[config.mk]
export PLATFORM = sky130hd
export DESIGN_NAME = flash_stream_reader
export DESIGN_NICKNAME = d
export VERILOG_FILES = /design/src/rtl/flash_stream_reader.sv
export SDC_FILE = /design/constraint.sdc
export NUM_CORES = 1
export LEC_CHECK = 0
export ABC_AREA = 1
export CAP_MARGIN = 40
export CELL_PAD_IN_SITES_DETAIL_PLACEMENT = 1
export CELL_PAD_IN_SITES_GLOBAL_PLACEMENT = 2
export CORE_AREA = 2 2 116 118
export DETAILED_ROUTE_END_ITERATION = 8
export DIE_AREA = 0 0 118 120
export DONT_BUFFER_PORTS = 1
export PLACE_DENSITY_LB_ADDON = 0.1
export SLEW_MARGIN = 15
export SYNTH_ARGS = -nofsm -noshare
export SYNTH_HDL_FRONTEND = slang
export SYNTH_SLANG_ARGS = --single-unit
[constraint.sdc]
create_clock -name clk -period 3.6 [get_ports clk]
set_input_delay 0.72 -clock clk [delete_from_list [all_inputs] [get_ports clk]]
set_output_delay 0.72 -clock clk [all_outputs]
set_load 0.01 [all_outputs]
[src/rtl/flash_stream_reader.sv]
// flash_stream_reader
// Reads a burst of NUM_WORDS 32-bit words from SPI flash through the
// spi_master address/read handshake and replays them as a byte stream,
// most significant byte first, with a valid/ready handshake.
//
// Ports:
//   clk, reset_n            clock, asynchronous active-low reset
//   start                   one-cycle burst request (sampled only in IDLE)
//   spi_addr_buffer_free    spi_master can take an address
//   spi_addr_en             one-cycle address strobe to spi_master
//   spi_addr_data           flash byte address
//   spi_rd_data_available   spi_master holds a valid word
//   spi_rd_ack              one-cycle release of the spi_master word
//   spi_rd_data             word from flash, [31:24] is the lowest address byte
//   out_valid/out_ready     byte stream handshake
//   out_data                stream byte
//   out_last                marks the final byte of the burst
//   busy                    burst in progress
//   done                    one-cycle pulse after the final byte is accepted
module flash_stream_reader #(
   parameter logic [23:0] START_ADDR     = 24'h100000,
   parameter int          NUM_WORDS      = 4,
   parameter logic [31:0] STARTUP_CYCLES = 32'h1000000,
   parameter bit          AUTO_START     = 1'b1,
   parameter bit          LOOP           = 1'b0
) (
   input  logic        clk,
   input  logic        reset_n,
   input  logic        start,
   input  logic        spi_addr_buffer_free,
   output logic        spi_addr_en,
   output logic [23:0] spi_addr_data,
   input  logic        spi_rd_data_available,
   output logic        spi_rd_ack,
   input  logic [31:0] spi_rd_data,
   output logic        out_valid,
   input  logic        out_ready,
   output logic [7:0]  out_data,
   output logic        out_last,
   output logic        busy,
   output logic        done
);

   localparam int             WCW       = $clog2(NUM_WORDS + 1);
   localparam logic [WCW-1:0] LAST_WORD = WCW'(NUM_WORDS);

   localparam logic [2:0] ST_STARTUP = 3'd0;
   localparam logic [2:0] ST_IDLE    = 3'd1;
   localparam logic [2:0] ST_ISSUE   = 3'd2;
   localparam logic [2:0] ST_WAIT    = 3'd3;
   localparam logic [2:0] ST_FLUSH   = 3'd4;

   logic [2:0]     state;
   logic [31:0]    startup_cnt;
   logic [23:0]    addr;
   logic [WCW-1:0] words_issued;
   logic [31:0]    buf_word;
   logic           buf_full;
   logic           buf_last;
   logic [1:0]     byte_idx;
   logic           done_q;

   logic issue_fire;
   logic capture_fire;
   logic byte_fire;
   logic last_fire;

   // Handshake events. The address strobe and the read ack are Mealy
   // outputs so each lasts exactly the cycle in which it is consumed.
   // A word is only taken once the previous one has fully drained, so
   // spi_master keeps holding it while bytes are still going out.
   assign issue_fire   = (state == ST_ISSUE) && spi_addr_buffer_free;
   assign capture_fire = (state == ST_WAIT) && spi_rd_data_available && !buf_full;
   assign byte_fire    = buf_full && out_ready;
   assign last_fire    = byte_fire && buf_last && (byte_idx == 2'd3);

   assign spi_addr_en   = issue_fire;
   assign spi_addr_data = addr;
   assign spi_rd_ack    = capture_fire;
   assign out_valid     = buf_full;
   assign out_data      = buf_word[31:24];
   assign out_last      = buf_full && buf_last && (byte_idx == 2'd3);
   assign done          = done_q;
   // The done cycle reads as not busy even when looping straight back
   // into ISSUE, so a consumer sees a clean burst boundary.
   assign busy          = ((state == ST_ISSUE) || (state == ST_WAIT) ||
                           (state == ST_FLUSH)) && !done_q;

   // Burst sequencing: settle delay, address issue with one word of
   // prefetch, then wait for the final byte before finishing or looping.
   // start is ignored during the done cycle so a request racing the end
   // of a burst cannot immediately retrigger it.
   always_ff @(posedge clk or negedge reset_n) begin
      if (!reset_n) begin
         state        <= ST_STARTUP;
         startup_cnt  <= 32'd0;
         addr         <= START_ADDR;
         words_issued <= '0;
         done_q       <= 1'b0;
      end else begin
         done_q <= 1'b0;
         case (state)
            ST_STARTUP: begin
               startup_cnt <= startup_cnt + 32'd1;
               if ((startup_cnt + 32'd1) >= STARTUP_CYCLES) begin
                  state <= AUTO_START ? ST_ISSUE : ST_IDLE;
               end
            end
            ST_IDLE: begin
               if (start && !done_q) begin
                  state <= ST_ISSUE;
               end
            end
            ST_ISSUE: begin
               if (issue_fire) begin
                  addr         <= addr + 24'd4;
                  words_issued <= words_issued + 1'b1;
                  state        <= ST_WAIT;
               end
            end
            ST_WAIT: begin
               if (capture_fire) begin
                  state <= (words_issued < LAST_WORD) ? ST_ISSUE : ST_FLUSH;
               end
            end
            ST_FLUSH: begin
               if (last_fire) begin
                  done_q       <= 1'b1;
                  addr         <= START_ADDR;
                  words_issued <= '0;
                  state        <= LOOP ? ST_ISSUE : ST_IDLE;
               end
            end
            default: state <= ST_STARTUP;
         endcase
      end
   end

   // One-word byte buffer. Bytes leave from the top of a shift register,
   // so out_data stays put while the consumer stalls. The word captured
   // when words_issued has reached NUM_WORDS is the last of the burst.
   always_ff @(posedge clk or negedge reset_n) begin
      if (!reset_n) begin
         buf_word <= 32'd0;
         buf_full <= 1'b0;
         buf_last <= 1'b0;
         byte_idx <= 2'd0;
      end else if (capture_fire) begin
         buf_word <= spi_rd_data;
         buf_full <= 1'b1;
         buf_last <= (words_issued == LAST_WORD);
         byte_idx <= 2'd0;
      end else if (byte_fire) begin
         buf_word <= {buf_word[23:0], 8'h00};
         byte_idx <= byte_idx + 2'd1;
         if (byte_idx == 2'd3) begin
            buf_full <= 1'b0;
            buf_last <= 1'b0;
         end
      end
   end

endmodule

# Word level (Yosys, flattened, before mapping)
# Index checks and enable logic that the tools add are counted.
# word_totals
inputBits,38
wordCells,70
ff_bits,99
out_inout_bits,38
# classes
n_lt_le_gt_ge,2
n_eq_ne,11
add_sub_neg,4
reduce_logical,21
n_mux,23
# ops
cell,n
$mux W32,2
$mux W24,2
$pmux W24 S2,1
$add A32 B1 Y32 const B,1
$ge A32 B25 Y1 const B,1
$add A24 B3 Y24 const B,1
$mux W3,8
$pmux W3 S5,1
$logic_and A1 B1 Y1,10
$ne A2 B2 Y1 const B,5
$eq A3 B2 Y1 const B,2
$eq A3 B3 Y1 const B,2
$mux W1,6
$pmux W3 S2,1
$reduce_bool A2 Y1,3
$reduce_and A5 Y1,1
$mux W2,2
$add A3 B1 Y3 const B,1
$eq A3 B1 Y1 const B,1
$logic_not A3 Y1,1
$lt A3 B3 Y1 const B,1
$reduce_and A3 Y1,1
$add A2 B1 Y2 const B,1
$eq A2 B2 Y1 const B,1
other kinds (3),5

# Logic depth before layout (Yosys ltp)
# Gate-level depths: netlist of run 1.
# logic_depth
word_depth,5
ltp_mapped,15
ltp_nobuf,15

# Least setup slack after synthesis of run 1
# No wires, ideal clock.
# synth_path
path_type,input port to output port
from,input spi_rd_data_available
to,output spi_rd_ack
path_buffers,1
t_arrival_ns,1.278
cell_stages,3
t_required_ns,2.880
setup_slack_ns,1.602
path_cell_list,nand3_1 -> inv_2 -> clkbuf_1
# synth_via
elab_chain_cells,2
# synth_rtl
item,line,text
start: declaration,33,"input logic spi_rd_data_available,"
$logic_and A1 B1 Y1 (2 in series),73,assign capture_fire = (state == ST_WAIT) && spi_rd_data_available && !buf_full;
end: declaration,34,"output logic spi_rd_ack,"
# No other way between the ends.

# Worst setup path in the final report of run 1
# layout_path
from,register state[2]
to,output spi_rd_ack
# layout_via
elab_chain_cells,3
# layout_rtl
item,line,text
start: declaration,53,logic [2:0] state;
start signal: assignment,106,state <= AUTO_START ? ST_ISSUE : ST_IDLE;
start signal: assignment,123,state <= (words_issued < LAST_WORD) ? ST_ISSUE : ST_FLUSH;
start signal: assignment,131,state <= LOOP ? ST_ISSUE : ST_IDLE;
$eq A3 B2 Y1,73,
$logic_and A1 B1 Y1 (2 in series),73,
# No other way between the ends.

==> metrics.csv, run 1 <==
stage,metric,value,unit
clocking,numCtsBuffers,9,
sta,drv_slew,0,
global_routing,antenna_found_initial,0,
clocking,cts_setup_buffers,0,
power_and_ir_drop,power_density,401,nW/um^2
worst_setup_path,start_kind,flip-flop,
logic_synthesis,ys_ff_latch,97,
clocking,clock-root-buffer,clkbuf_16,
power_and_ir_drop,seqPwrFrac,0.512,
die,die_h,120,um
worst_setup_path,crit_type,flip-flop to output port,
sta,fin_tns_setup,0,ns
die,core-area,13000,um^2
die,rows,42,
final_layout,antennaDiodeCount,0,
clocking,ctsHoldBuffers,0,
final_layout,layout_common_cells,"nand2_1 (191), dfrtp_1 (96), inv_1 (73), nor2_1 (62), o21ai_0 (46)",
drt,via_count,4105,
final_layout,n_fill_cell,1619,
global_routing,grt_first_pass_wirelength,21400,um
logic_synthesis,syn_area,5100,um^2
hold_path,min_path_type,input pin to async pin,
sta,period_minus_slack,2.53,ns
clocking,clkTransAtPathRegs,0.07,ns
sta,maxClockFrequency,0.395,GHz
final_layout,final_common_cell,nand2_1,
drt,via_per_inst,5.01,
sta,finalSetupViolCount,0,
logic_synthesis,netlist_instances,650,
power_and_ir_drop,power_switching,0.535,mW
run_status,outcome,"finished, final reports clean",
power_and_ir_drop,p_clk_frac,0.441,
power_and_ir_drop,leakage,2.35,nW
drt,drc_errors,0,
die,start_util,0.393,
worst_setup_path,cp_cell_sequence,"inv_1, nand3_1, inv_1, nand3_1, inv_2, buf_4",
placement,io_buffers,0,
clocking,clk_latency,0.35,ns
power_and_ir_drop,ir_drop,224,uV
worst_setup_path,cp_slowest_cell,dfrtp_1,
clocking,cts_resized,0,
final_layout,area_growth_syn_to_layout,7.95,%
worst_setup_path,end_kind,output port,
final_layout,final_layout_size_suffix_gt1_frac,0.0652,
logic_synthesis,ys_seq_area_frac,0.476,
global_routing,overflow,0,
sta,finalHoldViolations,0,
worst_setup_path,critPathBufInv,4,
worst_setup_path,worstPathArrival,1.81,ns
drt,first_pass_iters,4,
worst_setup_path,critPathMaxStageDelay,0.39,ns
power_and_ir_drop,switching_share,0.242,
placement,place_hpwl,8830,um
worst_setup_path,path_delay_family,buffers and inverters,
sta,period_share,0.704,
logic_synthesis,synth_cell_type_count,37,
final_layout,nets,683,
power_and_ir_drop,p_int,1.67,mW
sta,relSlewSlack,0.495,
power_and_ir_drop,comb_power_share,0.047,
clocking,clock-sinks,97,
worst_setup_path,path_max_fanout,34,
drt,drtIter0Drc,122,
logic_synthesis,synth.avg_cell_area,7.85,um^2
worst_setup_path,reg2reg_slack,1.29,ns
sta,hold_slack,0.0569,ns
global_routing,grtUsageTotal,0.188,
sta,worst_slew_pin_slew,0.756,ns
clocking,clock_path_buffers,2,
clocking,cts_tree,built,
global_routing,grt_max_degree,98,
clocking,cts.htree.levels,3,
drt,wl_per_cell,15.1,um
die,ios,76,
sta,finClkSkew,0.00767,ns
global_routing,grt_pass1_vias,4333,
drt,wl,12400,um
placement,place.gp.congestion,0.776,
sta,rsz0062_at_grt,no,
worst_setup_path,required,2.88,ns
drt,ant_nets,0,
die,dieArea,14200,um^2
die,die_w,118,um
run,max-cap-violations,0,
logic_synthesis,ys_warn_count,0,
## per-layer routing
metal,routed length (um),global-route usage,up-vias
met5,0,0,-
met4,201,0.0700,0
met3,461,0.0371,15
met2,5580,0.298,65
met1,6170,0.254,1977
li1,-,-,2048
## worst paths after layout
path	cells past startpoint	end	startpoint
worst min register to register	1	startup_cnt[0]	startup_cnt[0]
worst max register to register	11	spi_addr_data[9]	out_valid
worst max-delay path	6	spi_rd_ack	state[2]
max in group asynchronous	0	spi_addr_data[20]	reset_n
min in group clk	2	buf_word[7]	spi_rd_data[7]
worst min-delay path	0	startup_cnt[9]	reset_n
## power groups by stage
stage / clock, mW / combinational [mW] / sequential, mW
2_1_floorplan: 0 / 0.0859 / 1.15
3_3_place_gp: 0 / 0.104 / 1.15
3_5_place_dp: 0 / 0.106 / 1.15
4_1_cts: 1.01 / 0.107 / 1.13
5_1_grt: 1.04 / 0.119 / 1.13
6_report: 0.974 / 0.104 / 1.13
## final cells by class
class	count	area, um^2	share of cell area
tap	176	220	0.0400
inverter	77	289	0.0525
multi-input combinational	451	2240	0.407
timing repair buffer	4	30.0	0.00545
clock buffer	9	225	0.0409
sequential	97	2430	0.441
clock inverter	6	70.1	0.0127
## Yosys cell counts, drive strengths merged
master,instances,area share
nor3b,2,0.0029
xnor2,7,0.012
nor4,1,0.0012
buf,16,0.022
ha,5,0.012
nand2,196,0.15
nand3,29,0.028
clkinv,1,0.00074
o221ai,15,0.026
nor2,72,0.060
nand4,5,0.0091
dfrtp,96,0.47
inv,76,0.056
xor2,15,0.026
nand3b,4,0.0059
and2,1,0.0012
o21a,3,0.0044
o211ai,8,0.012
nor3,11,0.014
dfstp,1,0.0052
a21oi,19,0.019
a22o,1,0.0017
o21ai,50,0.049
o31ai,2,0.0029
a31oi,3,0.0037
clkbuf,10,0.0074
conb,1,0.00074
## cells by family (layout without fill, tap and decap cells)
kind of cell | Yosys count | after routing | share of synthesized area
AO/OA/AOI/OAI | 101 | 101 | 0.118
XOR/XNOR | 22 | 22 | 0.0378
adder cells (fa/ha/maj) | 5 | 5 | 0.0123
buffers and inverters | 103 | 96 | 0.0858
flip-flops | 97 | 97 | 0.476
other | 1 | 2 | 0.000735
AND/OR/NAND/NOR | 321 | 321 | 0.269
## state kept, by name (all words and copies together) (netlist names)
name           cells
buf_word          32
startup_cnt       32
spi_addr_data     22
state              3
words_issued       3
byte_idx           2
buf_last           1
done               1
out_valid          1
## through the flow
step                area [um^2]  cells  setup WS [ns]  power, mW  utilization
floorplan                  5100    651           1.60       1.23            -
global placement           5210    805           1.12       1.25        0.401
detailed placement         5210    805           1.02       1.26        0.401
CTS                        5510    820           1.02       2.25        0.424
global route               5510    820          0.929       2.29        0.424
finish                     5510    820           1.07       2.21        0.424
Power figures use the tool's default switching activity.
==> run 2: changes to the inputs <==
Settings changed: CORE_AREA 2 2 116 118 to 2 2 121 123, DIE_AREA 0 0 118 120 to 0 0 123 125.
Clock period 3.6 ns to 2.5 ns, I/O delays scaled along.
==> metrics.csv, run 2 (synthesized netlist as in run 1, its figures left out) <==
stage,metric,value,unit
drt,ant_nets,0,
power_and_ir_drop,leakage,2.38,nW
drt,first_pass_iters,4,
drt,wl,12600,um
sta,period_minus_slack,2.23,ns
clocking,cts_tree,built,
global_routing,antenna_found_initial,0,
sta,finClkSkew,0.00692,ns
clocking,cts_setup_buffers,0,
final_layout,layout_common_cells,"nand2_1 (191), dfrtp_1 (96), inv_1 (73), nor2_1 (62), o21ai_0 (46)",
global_routing,grt_max_degree,98,
sta,relSlewSlack,0.529,
final_layout,area_growth_syn_to_layout,8.85,%
placement,pre_cts_ws,0.326,ns
clocking,numCtsBuffers,9,
worst_setup_path,path_max_fanout,32,
sta,layout_setup_ws,0.269,ns
placement,place_hpwl,9150,um
drt,drtIter0Drc,179,
die,start_util,0.359,
power_and_ir_drop,power_density,593,nW/um^2
clocking,clock-sinks,97,
final_layout,final_layout_size_suffix_gt1_frac,0.0681,
final_layout,final_common_cell,nand2_1,
worst_setup_path,end_kind,output port,
clocking,clk_latency,0.35,ns
die,rows,44,
placement,io_buffers,0,
die,die_h,125,um
global_routing,grtUsageTotal,0.184,
sta,period_share,0.893,
final_layout,nets,685,
run,max-cap-violations,0,
sta,drv_slew,0,
drt,drc_errors,0,
placement,place.gp.congestion,0.770,
sta,finalHoldViolations,96,
sta,maxClockFrequency,0.448,GHz
clocking,cts.htree.levels,3,
power_and_ir_drop,ir_drop,345,uV
sta,fin_tns_setup,0,ns
power_and_ir_drop,power,3.29,mW
hold_path,min_path_type,input pin to async pin,
die,dieArea,15400,um^2
worst_setup_path,start_kind,flip-flop,
drt,via_count,4097,
final_layout,n_fill_cell,1755,
drt,via_per_inst,4.94,
worst_setup_path,worstPathArrival,1.73,ns
sta,hold_slack,-0.151,ns
clocking,clkTransAtPathRegs,0.07,ns
drt,wl_per_cell,15.2,um
clocking,clock_path_buffers,2,
worst_setup_path,required,2.00,ns
die,die_w,123,um
sta,finalSetupViolCount,0,
final_layout,antennaDiodeCount,0,
global_routing,grt_pass1_vias,4500,
global_routing,overflow,0,
clocking,clock-root-buffer,clkbuf_16,
die,ios,76,
run_status,outcome,finished with violations,
sta,rsz0062_at_grt,no,
worst_setup_path,reg2reg_slack,0.37,ns
global_routing,grt_first_pass_wirelength,22600,um
run_status,violations,negative hold slack,
worst_setup_path,crit_type,flip-flop to output port,
sta,worst_slew_pin_slew,0.705,ns
die,core-area,14200,um^2
## run 2: cell count changes in the layout (fill, tap and decap cells not counted)
| cell | before | now |
|---|---|---|
| clkinvlp_4 | 3 | 0 |
| inv_6 | 0 | 2 |
| clkinv_2 | 0 | 1 |
| bufinv_16 | 1 | 2 |
| buf_4 | 4 | 6 |
| clkinv_4 | 2 | 1 |
## run 2: metrics by stage
stage	hold WS [ns]	std cells	instance area, um^2	utilization
finish	-0.151	830	5550	0.391
global route	-0.174	830	5550	0.391
CTS	-0.171	830	5550	0.391
detailed placement	0.211	815	5240	0.369
global placement	0.210	815	5240	0.369
floorplan	0.204	651	5100	-
## run 2: report_power, final
| part | switching [mW] | internal (mW) | total, mW |
|---|---|---|---|
| logic | 0.117 | 0.0386 | 0.156 |
| clock network | 0.628 | 0.879 | 1.51 |
| registers | 0.0260 | 1.60 | 1.63 |
## run 2: routing by layer
layer  wire length [um]  vias to the layer above  global-route usage
li1                   -                     2061                   -
met1               6170                     1971               0.250
met2               5870                       58               0.290
met3                465                        7              0.0365
met4                139                        0              0.0662
met5                  0                        -                   0
## run 2: final cells by class
cell class,count,area [um^2],share of cell area
Sequential cell,97,2430,0.437
Clock inverter,6,91.3,0.0164
Clock buffer,9,225,0.0406
Tap cell,184,230,0.0415
Multi-Input combinational cell,451,2240,0.404
Inverter,77,289,0.0521
Timing Repair Buffer,6,45.0,0.00811
## run 2: what timing repair did
action,4_1_cts,5_1_grt
hold endpoints to repair,97,97
resized for setup,0,0
endpoints found under the setup margin,0,0
## run 2: final timing paths
path,cells after the start,startpoint,endpoint
min in group clk,2,spi_rd_data[2],buf_word[2]
min reg2reg,2,startup_cnt[1],startup_cnt[1]
min,0,reset_n,startup_cnt[7]
max in group asynchronous,0,reset_n,spi_addr_data[20]
max reg2reg,12,startup_cnt[0],state[1]
max,6,state[2],spi_rd_ack
## run 2: critical path, stage by stage (launching register included)
cell and delay [ns]:
dfrtp_1 0.38, inv_1 0.16, nand3_1 0.17, inv_1 0.09, nand3_1 0.14, inv_2 0.11, buf_4 0.32
==> run 3: changes to the inputs <==
Settings changed: ABC_AREA 1 to 0, CORE_AREA 2 2 121 123 to 2 2 113 115, DIE_AREA 0 0 123 125 to 0 0 115 117.
==> metrics.csv, run 3 <==
stage,metric,value,unit
placement,io_buffers,0,
clocking,cts_resized,0,
worst_setup_path,start_kind,flip-flop,
drt,highest-signal-layer,met4,
die,core-area,12300,um^2
global_routing,grtUsageTotal,0.164,
logic_synthesis,ys_seq_area_frac,0.522,
clocking,clkTransAtPathRegs,0.07,ns
final_layout,regArea,2430,um^2
logic_synthesis,ys_ff_latch,97,
die,rows,41,
global_routing,grt_first_pass_wirelength,17300,um
drt,wl_met3,375,um
clocking,cts.htree.levels,3,
logic_synthesis,synth_top_cell_area_share,0.516,
final_layout,area_growth_syn_to_layout,8.25,%
die,die_w,115,um
final_layout,fin_cells,624,
final_layout,design_area,5040,um^2
logic_synthesis,netlist_instances,477,
logic_synthesis,synth_common_cells,"nand2_1 (99), dfrtp_1 (96), nor2_1 (41)",
sta,maxClockFrequency,0.458,GHz
die,ios,76,
clocking,clk_latency,0.35,ns
final_layout,final_util,0.409,
power_and_ir_drop,p_int,2.88,mW
worst_setup_path,path_max_fanout,14,
final_layout,multi_input_area,2050,um^2
drt,drtIter0Drc,109,
power_and_ir_drop,power_density,856,nW/um^2
placement,placed_area,4760,um^2
sta,rsz0062_at_grt,no,
final_layout,final_common_cell,nand2_1,
power_and_ir_drop,ir_drop,292,uV
logic_synthesis,synth_edf_count,0,
global_routing,grt_max_degree,98,
logic_synthesis,synth_cell_type_count,50,
placement,place.gp.congestion,0.774,
worst_setup_path,reg2regPathDepth,8,
clocking,clock_path_buffers,2,
sta,period_minus_slack,2.19,ns
die,die_h,117,um
clocking,cts_tree,built,
logic_synthesis,syn_area,4650,um^2
worst_setup_path,worstPathArrival,1.69,ns
power_and_ir_drop,p_clk_frac,0.304,
global_routing,antenna_found_initial,0,
logic_synthesis,synth.avg_cell_area,9.76,um^2
logic_synthesis,synthArstFlopShare,1.00,
logic_synthesis,yosysTopAreaCell,dfrtp_1,
power_and_ir_drop,power,4.32,mW
sta,layout_setup_ws,0.315,ns
run,max-cap-violations,0,
power_and_ir_drop,leakage,2.35,nW
sta,hold_slack,-0.161,ns
hold_path,min_path_type,input pin to async pin,
final_layout,final_layout_size_suffix_gt1_frac,0.0865,
final_layout,layout_common_cells,"nand2_1 (99), dfrtp_1 (96), nor2_1 (40), xnor2_1 (28), xor2_1 (27)",
clocking,clock-sinks,97,
power_and_ir_drop,seqPwrFrac,0.509,
final_layout,n_fill_cell,1417,
run_status,outcome,finished with violations,
clocking,numCtsBuffers,9,
logic_synthesis,synth.most_common_cell,nand2_1,
drt,wl,10400,um
placement,place_hpwl,7240,um
worst_setup_path,required,2.00,ns
worst_setup_path,crit_type,flip-flop to output port,
worst_setup_path,end_kind,output port,
power_and_ir_drop,power_switching,1.43,mW
logic_synthesis,ys_warn_count,0,
sta,fin_tns_setup,0,ns
sta,period_share,0.874,
drt,ant_nets,0,
sta,drv_slew,0,
run_status,violations,negative hold slack,
power_and_ir_drop,comb_power_share,0.187,
drt,via_count,3312,
clocking,clock-root-buffer,clkbuf_16,
final_layout,antennaDiodeCount,0,
sta,finalSetupViolCount,0,
drt,drt-met1-wl,4910,um
drt,wl_met2,4880,um
logic_synthesis,synth_area_leaders,"dfrtp_1 (52%), nand2_1 (8.0%), xnor2_1 (5.3%)",
global_routing,overflow,0,
drt,first_pass_iters,4,
final_layout,nets,512,
die,dieArea,13500,um^2
placement,pre_cts_ws,0.340,ns
drt,wl_per_cell,16.6,um
drt,via_per_inst,5.31,
sta,finClkSkew,0.00903,ns
die,start_util,0.378,
global_routing,grt_pass1_vias,3427,
placement,place_inst,608,
logic_synthesis,synth_ff_type,dfrtp_1,
power_and_ir_drop,switching_share,0.332,
drt,drc_errors,0,
sta,finalHoldViolations,96,
==> run 3: cell types whose count changed in the layout (fill, tap and decap cells not counted), moves of 12 or more <==
cell and change:
a21oi_1 -14, a22oi_1 +23, and3_1 +13, inv_1 -68, nand2_1 -92, nand4_1 +16
nor2_1 -22, o21ai_0 -27, o221ai_1 -15, xnor2_1 +21, xor2_1 +12
==> run 3: logic make-up after synthesis <==
logic type	count (synthesis)	synth area share
AND/OR/NAND/NOR	223	0.234
flip-flops	97	0.522
AO/OA/AOI/OAI	58	0.0817
XOR/XNOR	55	0.103
buffers and inverters	36	0.0406
adder cells (fa/ha/maj)	5	0.0134
multiplexers	2	0.00457
other	1	0.000806
==> run 3: layout make-up <==
type / count / share of cell area
clock buffer: 9 / 0.0447
clock inverter: 7 / 0.0102
inverter: 6 / 0.00447
multi-input combinational: 345 / 0.407
sequential: 97 / 0.482
tap: 150 / 0.0372
timing repair buffer: 10 / 0.0149
==> run 3: worst paths after layout <==
check | slack (ns) | start | to
max reg2reg | 0.36 | state[2] | spi_addr_data[16]
min in group clk | 0.27 | spi_rd_data[6] | buf_word[6]
max in group asynchronous | 2.45 | reset_n | spi_addr_data[20]
max | 0.31 | out_valid | spi_rd_ack
min | -0.16 | reset_n | buf_word[29]
min reg2reg | 0.48 | buf_word[19] | buf_word[19]
==> run 3: power by group through the flow <==
stage	logic (mW)	registers, mW	clock network (mW)
6_report	0.807	2.19	1.31
5_1_grt	0.966	2.24	1.43
4_1_cts	0.835	2.20	1.37
3_5_place_dp	0.825	2.23	0
3_3_place_gp	0.793	2.22	0
2_1_floorplan	0.761	2.11	0
==> run 3: timing repair <==
| item | CTS | global route |
|---|---|---|
| buffers inserted | 0 | 0 |
| setup endpoints to repair | 0 | 0 |
| hold endpoints to repair | 96 | 96 |
==> run 3: metal layers <==
layer / vias up / track usage
li1: 1594 / -
met1: 1652 / 0.219
met2: 50 / 0.263
met3: 16 / 0.0324
met4: 0 / 0.0723
met5: - / 0
==> run 3: critical path, cell delays in order, from the launching register on <==
cell	delay, ns
dfrtp_1	0.38
buf_4	0.17
nand3b_1	0.22
nor2_4	0.32
buf_4	0.24
